`config.mk`:
```
export PLATFORM = sky130hd
export DESIGN_NAME = shift_arbiter
export DESIGN_NICKNAME = d
export VERILOG_FILES = /design/src/rtl/shift_arb_pkg.sv /design/src/rtl/shift_rr_picker.sv /design/src/rtl/shift_arbiter.sv
export SDC_FILE = /design/constraint.sdc
export NUM_CORES = 1
export LEC_CHECK = 0
export CAP_MARGIN = 10
export CORE_UTILIZATION = 37
export DETAILED_ROUTE_END_ITERATION = 6
export GPL_TIMING_DRIVEN = 0
export PLACE_DENSITY_LB_ADDON = 0.1
export SETUP_SLACK_MARGIN = 0.3
export SLEW_MARGIN = 25
export SYNTH_ARGS = -nofsm -noshare
export SYNTH_HDL_FRONTEND = slang
export SYNTH_HIERARCHICAL = 1
export SYNTH_SLANG_ARGS = --single-unit
export TNS_END_PERCENT = 100
```
`constraint.sdc`:
```
create_clock -name clk -period 2.5 [get_ports clk]
set_input_delay 0.375 -clock clk [delete_from_list [all_inputs] [get_ports clk]]
set_output_delay 0.375 -clock clk [all_outputs]
set_load 0.005 [all_outputs]
```
`src/rtl/shift_arb_pkg.sv`:
```
// rtl/shift_arb_pkg.sv - shared constants for the shift arbiter
//
// Purpose: FSM state encodings, shift direction codes and default widths
//          used by shift_arbiter and its sub-module.
// Ports:   none (package).
// Config:  no macros; the optional arithmetic-shift feature lives in
//          shift_arbiter.sv under SHIFT_ARITH_EN.

package shift_arb_pkg;

    // Sequencer states: one op in flight, IDLE -> EXEC -> RESP -> IDLE.
    localparam logic [1:0] ST_IDLE = 2'd0;
    localparam logic [1:0] ST_EXEC = 2'd1;
    localparam logic [1:0] ST_RESP = 2'd2;

    // Shift direction as presented on reqN_dir and sh_dir.
    localparam logic DIR_LEFT  = 1'b0;
    localparam logic DIR_RIGHT = 1'b1;

    // Default operand/result width and the fixed width of the shifter's
    // shift-amount input.
    localparam int DEFAULT_DATA_W = 32;
    localparam int SH_AMT_W       = 32;

endpackage

```
`src/rtl/shift_rr_picker.sv`:
```
// rtl/shift_rr_picker.sv - 2-way round-robin picker
//
// Purpose: chooses one of two requesters. A lone valid requester always
//          wins; when both are valid the one not granted last time wins.
// Ports:
//   valid[1:0]  in   request valids, bit N = requester N
//   last        in   id of the requester granted most recently
//   grant[1:0]  out  one-hot grant (all zero when nothing is valid)

module shift_rr_picker (
    input  logic [1:0] valid,
    input  logic       last,
    output logic [1:0] grant
);

    always_comb begin
        grant = 2'b00;
        if (valid[0] && valid[1]) begin
            grant = last ? 2'b01 : 2'b10;
        end else begin
            grant = valid;
        end
    end

endmodule

```
`src/rtl/shift_arbiter.sv`:
```
// rtl/shift_arbiter.sv - round-robin sequencer sharing one barrel shifter
//
// Purpose: shares an external combinational barrel shifter between the
//          execute-stage ALU (requester 0) and the mul/div helper
//          (requester 1). Operands are registered into the shifter, the
//          result is captured and returned on the owner's response channel.
//          Shift amounts >= DATA_W are resolved here so the shifter only
//          ever sees amounts 0..DATA_W-1.
// Config:  define SHIFT_ARITH_EN to add reqN_arith inputs (arithmetic right
//          shift via sign-fill post-masking); undefined = logical only.
// Ports:
//   clk, rst                      clock (rising edge), async active-low reset
//   reqN_valid/reqN_ready         op handshake, N = 0,1
//   reqN_inp/reqN_dir/reqN_amt    operand, direction (0 left, 1 right), amount
//   reqN_arith                    arithmetic right shift (SHIFT_ARITH_EN only)
//   rspN_valid/rspN_ready         result handshake
//   rspN_data                     result, held stable while rspN_valid
//   sh_inp/sh_dir/sh_shiftamt     to the barrel shifter
//   sh_out                        from the barrel shifter (combinational)

module shift_arbiter
    import shift_arb_pkg::*;
#(
    parameter int DATA_W = DEFAULT_DATA_W,
    parameter int AMT_W  = 32
) (
    input  logic                clk,
    input  logic                rst,

    input  logic                req0_valid,
    output logic                req0_ready,
    input  logic [DATA_W-1:0]   req0_inp,
    input  logic                req0_dir,
    input  logic [AMT_W-1:0]    req0_amt,
`ifdef SHIFT_ARITH_EN
    input  logic                req0_arith,
`endif
    output logic                rsp0_valid,
    input  logic                rsp0_ready,
    output logic [DATA_W-1:0]   rsp0_data,

    input  logic                req1_valid,
    output logic                req1_ready,
    input  logic [DATA_W-1:0]   req1_inp,
    input  logic                req1_dir,
    input  logic [AMT_W-1:0]    req1_amt,
`ifdef SHIFT_ARITH_EN
    input  logic                req1_arith,
`endif
    output logic                rsp1_valid,
    input  logic                rsp1_ready,
    output logic [DATA_W-1:0]   rsp1_data,

    output logic [DATA_W-1:0]   sh_inp,
    output logic                sh_dir,
    output logic [SH_AMT_W-1:0] sh_shiftamt,
    input  logic [DATA_W-1:0]   sh_out
);

    localparam int                SHW       = $clog2(DATA_W);
    localparam logic [AMT_W-1:0]  AMT_LIMIT = AMT_W'(DATA_W);

    logic [1:0]        state;
    logic              owner;
    logic              last_q;
    logic [SHW-1:0]    amt_q;
    logic              oor_q;
    logic [1:0]        grant;
    logic              sel;
    logic              accept;
    logic [DATA_W-1:0] sel_inp;
    logic              sel_dir;
    logic [AMT_W-1:0]  sel_amt;
    logic              sel_oor;
    logic [DATA_W-1:0] result;
`ifdef SHIFT_ARITH_EN
    logic              sel_arith;
    logic              arith_q;
`endif

    shift_rr_picker u_picker (
        .valid ({req1_valid, req0_valid}),
        .last  (last_q),
        .grant (grant)
    );

    // Ready is also gated by rst so it reads 0 while reset is held even
    // though the state register already sits in IDLE.
    assign req0_ready = rst && (state == ST_IDLE) && grant[0];
    assign req1_ready = rst && (state == ST_IDLE) && grant[1];
    assign accept     = (req0_valid && req0_ready) || (req1_valid && req1_ready);

    assign rsp0_valid = (state == ST_RESP) && !owner;
    assign rsp1_valid = (state == ST_RESP) &&  owner;

    assign sel     = grant[1];
    assign sel_inp = sel ? req1_inp : req0_inp;
    assign sel_dir = sel ? req1_dir : req0_dir;
    assign sel_amt = sel ? req1_amt : req0_amt;
    assign sel_oor = (sel_amt >= AMT_LIMIT);
`ifdef SHIFT_ARITH_EN
    assign sel_arith = sel ? req1_arith : req0_arith;
`endif

    // amt_q is already forced to 0 for out-of-range amounts.
    assign sh_shiftamt = {{(SH_AMT_W-SHW){1'b0}}, amt_q};

    always_comb begin
        result = oor_q ? '0 : sh_out;
`ifdef SHIFT_ARITH_EN
        // Negative operand on an arithmetic right shift: OR in the top amt
        // bits to sign-fill the logical result; out-of-range gives all-ones.
        if (arith_q && sh_inp[DATA_W-1]) begin
            result = oor_q ? '1 : (sh_out | ~({DATA_W{1'b1}} >> amt_q));
        end
`endif
    end

    always_ff @(posedge clk or negedge rst) begin
        if (!rst) begin
            state     <= ST_IDLE;
            owner     <= 1'b0;
            last_q    <= 1'b1;
            sh_inp    <= '0;
            sh_dir    <= DIR_LEFT;
            amt_q     <= '0;
            oor_q     <= 1'b0;
            rsp0_data <= '0;
            rsp1_data <= '0;
`ifdef SHIFT_ARITH_EN
            arith_q   <= 1'b0;
`endif
        end else begin
            case (state)
                ST_IDLE: begin
                    if (accept) begin
                        owner  <= sel;
                        last_q <= sel;
                        sh_inp <= sel_inp;
                        sh_dir <= sel_dir;
                        oor_q  <= sel_oor;
                        amt_q  <= sel_oor ? '0 : sel_amt[SHW-1:0];
`ifdef SHIFT_ARITH_EN
                        arith_q <= sel_arith && (sel_dir == DIR_RIGHT);
`endif
                        state  <= ST_EXEC;
                    end
                end
                ST_EXEC: begin
                    if (owner) begin
                        rsp1_data <= result;
                    end else begin
                        rsp0_data <= result;
                    end
                    state <= ST_RESP;
                end
                ST_RESP: begin
                    if (owner ? rsp1_ready : rsp0_ready) begin
                        state <= ST_IDLE;
                    end
                end
                default: state <= ST_IDLE;
            endcase
        end
    end

endmodule

```
* After elaboration in Yosys (flattened, before gate mapping) *
Index checks and enable logic that the tools add are counted.

operators by class
  $lt $le $gt $ge = 1
  eq/ne operators = 4
  muxes and demuxes = 11
  bitwise logic cells = 1
  reduce and logical (&&, ||, !) cells = 15

operator list
  cell                   number
  $mux W32               3
  $ge A32 B6 Y1 const B  1
  $logic_and A1 B1 Y1    8
  $mux W2                4
  $reduce_and A2 Y1      4
  $pmux W2 S3            1
  $mux W5                1
  $eq A2 B1 Y1 const B   1
  $eq A2 B2 Y1 const B   1
  $logic_not A2 Y1       1
  $mux W1                2
  $ne A2 B1 Y1 const B   1
  $ne A2 B2 Y1 const B   1
  $logic_not A1 Y1       1
  $logic_or A1 B1 Y1     1
  $not A1 Y1             1

storage, ports and cells
  flip-flop bits (word level) = 107
  output and inout port bits = 133
  word-level logic and storage cells = 41

* Logic depth before layout (Yosys ltp) *
Gate-level depths: netlist of the first run.

  word-level depth = 7
  depth in mapped cells = 8

* By module *
The synthesis of the first run kept the hierarchy.

modules (own cells, without submodules)
  module           instances  cells each  area each (um2)
  shift_arbiter    1          479         4774.6
  shift_rr_picker  1          3           18.8

* Worst setup path after synthesis of the first run *
No wires, ideal clock.

  path kind = input to register
  from = in req1_valid
  to = reg oor_q
  setup time = 0.136 ns
  arrival = 1.721 ns
  required time = 2.364 ns
  path slack = 0.642 ns
  stages on the path = 6
  buffers on the path = 1
  cells stage by stage = a21boi_0 buf_6 nor4b_2 nand2_1 a221oi_2 a2bb2oi_1

on the way
  longest elaborated chain between the ends = 6
  elaborated cells on any way between the ends = 10
  classes of those cells = 1 x order compare; 2 x mux; 7 x reduce/logical

ends and longest elaborated chain
  item                                                   RTL line              source
  from (decl)                                            shift_arbiter.sv:42   input logic req1_valid,
  branches (longest 6 deep; another with $ge A32 B6 Y1)  -
  to (signal assigned)                                   shift_arbiter.sv:141  oor_q <= sel_oor;
  to (decl)                                              shift_arbiter.sv:67   logic oor_q;

Several ways; the timed one is not identified.
A chain may end at the register's enable or synchronous reset.

* Worst setup path after layout of the first run *
  from = in req0_valid
  to = out req1_ready

on the way
  longest elaborated chain between the ends = 3

ends and longest elaborated chain
  item                 RTL line               source
  from (decl)          shift_arbiter.sv:30    input logic req0_valid,
  $logic_and A1 B1 Y1  shift_rr_picker.sv:18  if (valid[0] && valid[1]) begin
  $mux W2              shift_rr_picker.sv:18
  net grant[1]         shift_arbiter.sv:68    logic [1:0] grant;
  $logic_and A1 B1 Y1  shift_arbiter.sv:90    assign req1_ready = rst && (state == ST_IDLE) && grant[1];
  to (decl)            shift_arbiter.sv:43    output logic req1_ready,

The timed path passes the listed nets, and every way through them passes these cells.

==> results of run 1 <==
[worst paths after layout]
check                                     startpoint                   endpoint  slack (ns)  depth (start not counted)
hold / removal                                   rst   rsp0_data[9]$_DFFE_PN0P_      0.0003                          2
hold reg to reg            rsp1_data[11]$_DFFE_PN0P_  rsp1_data[11]$_DFFE_PN0P_        0.49                          2
setup reg to reg                  last_q$_DFFE_PN1P_      sh_inp[9]$_DFFE_PN0P_        0.47                          8
min in group clk           rsp1_data[11]$_DFFE_PN0P_  rsp1_data[11]$_DFFE_PN0P_        0.49                          2
setup / recovery                          req0_valid                 req1_ready        0.40                          6
max in group asynchronous                        rst         last_q$_DFFE_PN1P_        1.84                          2
[layout make-up]
type                    count  share of cell area
plain buffers              57             0.04181
clock buffers              10             0.02762
clock inverters             6            0.005736
inverters                   3            0.001358
multi-input cells         341              0.2325
flip-flops and latches    107              0.3232
well taps                 172             0.02596
repair buffers            279              0.3419
[kinds of logic (layout without fill, tap and decap cells)]
family / Yosys count / after routing / synth area share
buf+inv: 60 / 355 / 0.07100
simple gates: 166 / 166 / 0.1665
other cells: 1 / 27 / 0.0007823
flops: 107 / 107 / 0.5589
compound gates: 114 / 114 / 0.1316
mux: 34 / 34 / 0.07126
[critical path, delay by kind of cell]
family	cells	cell delay, ns
buffers and inverters	4	1.01
AOI/OAI and AO/OA	1	0.20
and+or+nand+nor	1	0.14
[cells in the final DEF (no fill, tap or decap), drive strengths merged, types with 2 or more instances in the layout]
master and n:
nand4 2, nand2b 35, conb 27, inv 6, or2 2, nor2 6
clkdlybuf4s50 269, nor3 2, dfrtp 106, nand2 103, a22o 11, nor4b 2
and2 2, nor4 8, o21ai 99, a21boi 2, clkinv 2, dlymetal6s2s 2
mux2i 33, clkbuf 31, buf 42
[registers in the layout (all words and copies together), names as in the netlist]
register / count
owner: 1
last_q: 1
amt_q: 5
sh_dir: 1
sh_inp: 32
rsp0_data: 32
state: 2
oor_q: 1
rsp1_data: 32
[metal layers]
layer	GRT usage	vias to the layer above	share of wire
met5	0	-	0
met4	0.06581	0	0.015
met3	0.07374	20	0.085
met2	0.4075	172	0.49
met1	0.2963	2148	0.41
li1	-	2210	-
[per-stage QoR]
step | setup slack (ns) | instance area, um^2
5_1_grt | 0.3022 | 8289
3_5_place_dp | -0.8320 | 7868
2_1_floorplan | 0.6421 | 4891
3_3_place_gp | -3.393 | 7839
6_report | 0.3983 | 8289
4_1_cts | 0.3081 | 8244
[power breakdown]
group | total [mW] | internal, mW | leakage (nW) | switching, mW
registers | 2.79 | 2.40 | 1.40 | 0.387
logic | 2.84 | 1.75 | 2.06 | 1.09
clock network | 1.34 | 0.688 | 0.134 | 0.654
total | 6.97 | 4.84 | 3.59 | 2.13
[timing repair]
item                       CTS  global route
setup endpoints to repair   43            32
hold endpoints to repair    50             0
pin swaps                    0             1
gates resized for setup     12             9
setup buffers                2             1
hold buffers                 2             0
==> metrics.cfg, run 1 <==
[timing]
relSlewSlack=0.6416
period_minus_slack_ns=2.102
whs_ns=0.0002686
worst_slew_pin_slew_ns=0.5376
finalSetupTns_ns=0
setup_viol=0
rsz0062_at_grt=false
hold_violations=0
fin_crit_sh=0.8407
fmax_ghz=0.4758
fin_skew_ns=0.01182
slew_violations=0

[synth]
yosysMostFrequentCell=dfrtp_1
syn_area_per_cell_um2=9.945
synthArstFlopShare=1.000
syn_inst=482
yosys.area.top_type=dfrtp_1
ys_seq_area_frac=0.5589
synth_edf_count=0
post_synth_num_cell_types=34
synth_commonest_cells=106 x dfrtp_1, 103 x nand2_1, 94 x o21ai_1
ys_ff_latch=107
ys.flop_type=dfrtp_1
synth_area_um2=4793
synth.area.top_cells=dfrtp_1 55%, o21ai_1 9.8%, nand2_1 8.1%
synth_warnings=6
yosysTopAreaCellShare=0.5534

[setup_path]
crit_type=primary input to primary output
critPathMaxStageDelay_ns=0.48
cp.required_ns=2.12
path_cells=clkdlybuf4s50_1, a21boi_4, buf_8, buf_8, and2_1, dlygate4sd2_1
cp_max_fo=10
cp.arrival_ns=1.73
critPathMostFrequentCell=buf_8
cp-start-kind=primary input
cp-end-kind=primary output
crit_path_top_delay_cell=clkdlybuf4s50_1

[drt]
wl_per_cell_um=16.17
drtPass1Iterations=4
finalWirelength_um=15760
vias_per_cell=4.667
drc=0
drt-initial-drc-count=246
vias=4550
ant_nets=0

[global_route]
grt_antenna_before_repair=0
grt_overflow=0
grt_pass1_wl_um=24680
grt_max_degree=57
grt_use_total=0.2403
grt_pass1_vias=4623

[cts]
cts-root-buf=clkbuf_16
cts.sinks=107
cts_max_level=3
clk-insertion-delay-late_ns=0.34
cts_tree=done
clockBufferDepth=2
cts_buffers=9
clkTransAtPathRegs_ns=0.08

[layout]
multiInputGateArea_um2=1927
fin_nets=966
final_util=0.6569
drive_gt1_frac=0.08593
diodes=0
finalNonFillerCells=975
fillers=1100
area_growth_pct=72.93
regArea_um2=2679

[die]
initial_utilization=0.3798
die_x_um=115.8
ios=301
rows=41
dieArea_um2=13410
core_um2=12620
die_h_um=115.8

[placement]
place_congestion=0.8623
dp.cells=954
io_buffer_count=273
dpl.hpwl_um=12430

[worst_hold_path]
hold_path.class=primary input to asynchronous set/reset pin

[power_and_ir_drop]
total_power_mw=6.973
peakVddDrop_uv=367.2
power_leakage_nw=3.594
power_density_nw_per_um2=841.3

[status]
status=finished clean

[job]
cap_violations=0

Note: power is estimated with default switching activity, not from simulation.
==> run 2, diff against run 1 <==
Clock period 2.5 ns to 2.1 ns, I/O delays scaled along.
==> metrics.cfg, run 2 (same netlist as run 1, synthesis figures left out) <==
[status]
status=finished with violations  ; was finished clean
failed_checks=hold timing

[timing]
slew_violations=0  ; unchanged
fin_crit_sh=0.8556
finalSetupTns_ns=0  ; unchanged
setup_viol=0  ; unchanged
hold_violations=52  ; was 0
fin_skew_ns=0.005390  ; was 0.01182 ns
fmax_ghz=0.5565
whs_ns=-0.1756  ; was 0.0002686 ns
period_minus_slack_ns=1.797
setup_slack_ns=0.3032  ; was 0.3983 ns
rsz0062_at_grt=true  ; was false

[drt]
vias_per_cell=4.684  ; was 4.667
drt-initial-drc-count=227  ; was 246
wl_per_cell_um=16.01  ; was 16.17 um
ant_nets=0  ; unchanged
finalWirelength_um=15680  ; was 15760 um
vias=4586  ; was 4550
drc=0  ; unchanged
drtPass1Iterations=4  ; unchanged

[layout]
final_common_cell=clkdlybuf4s50_1  ; unchanged
largestRegisters=rsp0_data (32), rsp1_data (32), sh_inp (32)  ; unchanged
fillers=1075  ; was 1100
final_util=0.6635  ; was 0.6569
most-common-layout-cells=266 x clkdlybuf4s50_1, 106 x dfrtp_1, 102 x nand2_1  ; was 269 x clkdlybuf4s50_1, 106 x dfrtp_1, 103 x nand2_1
fin_nets=970  ; was 966
drive_gt1_frac=0.1179  ; was 0.08593
area_growth_pct=74.68  ; was 72.93%
finalNonFillerCells=979  ; was 975

[job]
cap_violations=0  ; unchanged

[cts]
cts_max_level=3  ; unchanged
cts_tree=done  ; unchanged
clk-insertion-delay-late_ns=0.34  ; about the same
cts_buffers=9  ; unchanged
cts.sinks=107  ; unchanged
clkTransAtPathRegs_ns=0.07  ; was 0.08 ns
cts-root-buf=clkbuf_16  ; unchanged
clockBufferDepth=2  ; unchanged

[global_route]
grt_overflow=0  ; unchanged
grt_max_degree=55  ; was 57
grt_antenna_before_repair=1  ; was 0
grt_use_total=0.2392  ; was 0.2403
grt_pass1_wl_um=24080  ; was 24680 um
grt_pass1_vias=4777  ; was 4623

[setup_path]
cp-start-kind=register  ; was primary input
cp.required_ns=2.38  ; was 2.12 ns
rr_worst_depth=9  ; was 8
r2r_end=amt_q[1]$_DFFE_PN0P_  ; was sh_inp[9]$_DFFE_PN0P_
cp-end-kind=register  ; was primary output
cp.arrival_ns=2.08  ; was 1.73 ns
crit_end=amt_q[1]$_DFFE_PN0P_  ; was req1_ready
crit_type=register to register  ; was primary input to primary output
reg2reg_slack_ns=0.30  ; was 0.47 ns
cp_max_fo=8  ; was 10
critPathLaunch=last_q$_DFFE_PN1P_  ; was req0_valid
r2r-start=last_q$_DFFE_PN1P_  ; unchanged

[placement]
dp_slack_ns=-0.8641  ; was -0.8320 ns
place_congestion=0.8646  ; was 0.8623
dpl.hpwl_um=12090  ; was 12430 um
dp.cells=954  ; unchanged
io_buffer_count=273  ; unchanged

[die]
ios=301  ; unchanged
initial_utilization=0.3798  ; unchanged
dieArea_um2=13410  ; unchanged
die_x_um=115.8  ; unchanged
rows=41  ; unchanged
core_um2=12620  ; unchanged
die_h_um=115.8  ; unchanged

[power_and_ir_drop]
power_leakage_nw=3.655  ; was 3.594 nW
peakVddDrop_uv=487.3  ; was 367.2 uV
power_density_nw_per_um2=998.7  ; was 841.3 nW/um^2
total_power_mw=8.362  ; was 6.973 mW

[worst_hold_path]
hold_path.class=primary input to asynchronous set/reset pin  ; unchanged

run 2: cell type report:
class / instances / area, um^2 / share of cell area
Timing Repair Buffer: 283 / 2869 / 0.3426
Multi-Input combinational cell: 341 / 1938 / 0.2315
Sequential cell: 107 / 2679 / 0.3199
Clock buffer: 13 / 270.3 / 0.03228
Inverter: 3 / 11.26 / 0.001345
Antenna cell: 1 / 2.502 / 0.0002989
Clock inverter: 2 / 10.01 / 0.001195
Buffer: 57 / 377.9 / 0.04513
Tap cell: 172 / 215.2 / 0.02570
run 2: worst max-delay path: stages (launching register included):
cell	delay [ns]
dfstp_2	0.55
buf_4	0.11
inv_1	0.04
a21boi_2	0.14
a22o_1	0.17
nand2_2	0.07
buf_6	0.16
a221oi_4	0.19
buf_6	0.16
a22o_1	0.13
run 2: worst min-delay path by stage:
stage | from | endpoint | slack (ns) | depth (start not counted)
after floorplan | rst | amt_q[0]$_DFFE_PN0P_ | 0.02 | 0
after global placement | last_q$_DFFE_PN1P_ | last_q$_DFFE_PN1P_ | 0.46 | 2
after detailed placement | rst | rsp1_data[5]$_DFFE_PN0P_ | 0.29 | 1
after CTS | rst | rsp1_data[5]$_DFFE_PN0P_ | -0.16 | 1
after global routing | rst | rsp0_data[5]$_DFFE_PN0P_ | -0.17 | 1
final | rst | rsp1_data[5]$_DFFE_PN0P_ | -0.18 | 1
run 2: metrics by stage:
step	hold WS, ns	cell area, um^2
5_1_grt	-0.1692	8373
6_report	-0.1756	8373
2_1_floorplan	0.01941	4891
3_5_place_dp	0.2923	7868
4_1_cts	-0.1610	8312
3_3_place_gp	0.4577	7839
run 2: per-layer routing:
layer	routed length, um	global-route usage
met5	0	0
met4	350	0.09145
met3	1436	0.07897
met2	7583	0.3988
met1	6306	0.2869
run 2: power by group:
part           total (mW)  switching, mW  internal (mW)
clock                1.62          0.723          0.892
combinational        3.42           1.29           2.13
sequential           3.32          0.459           2.86
total                8.36           2.48           5.89
run 2: timing repair:
item | CTS | global route
cloned | 1 | 0
gates resized for setup | 35 | 32
hold endpoints to repair | 52 | 52
buffers inserted | 6 | 2
pin swaps | 20 | 7
endpoints found under the setup margin | 45 | 69
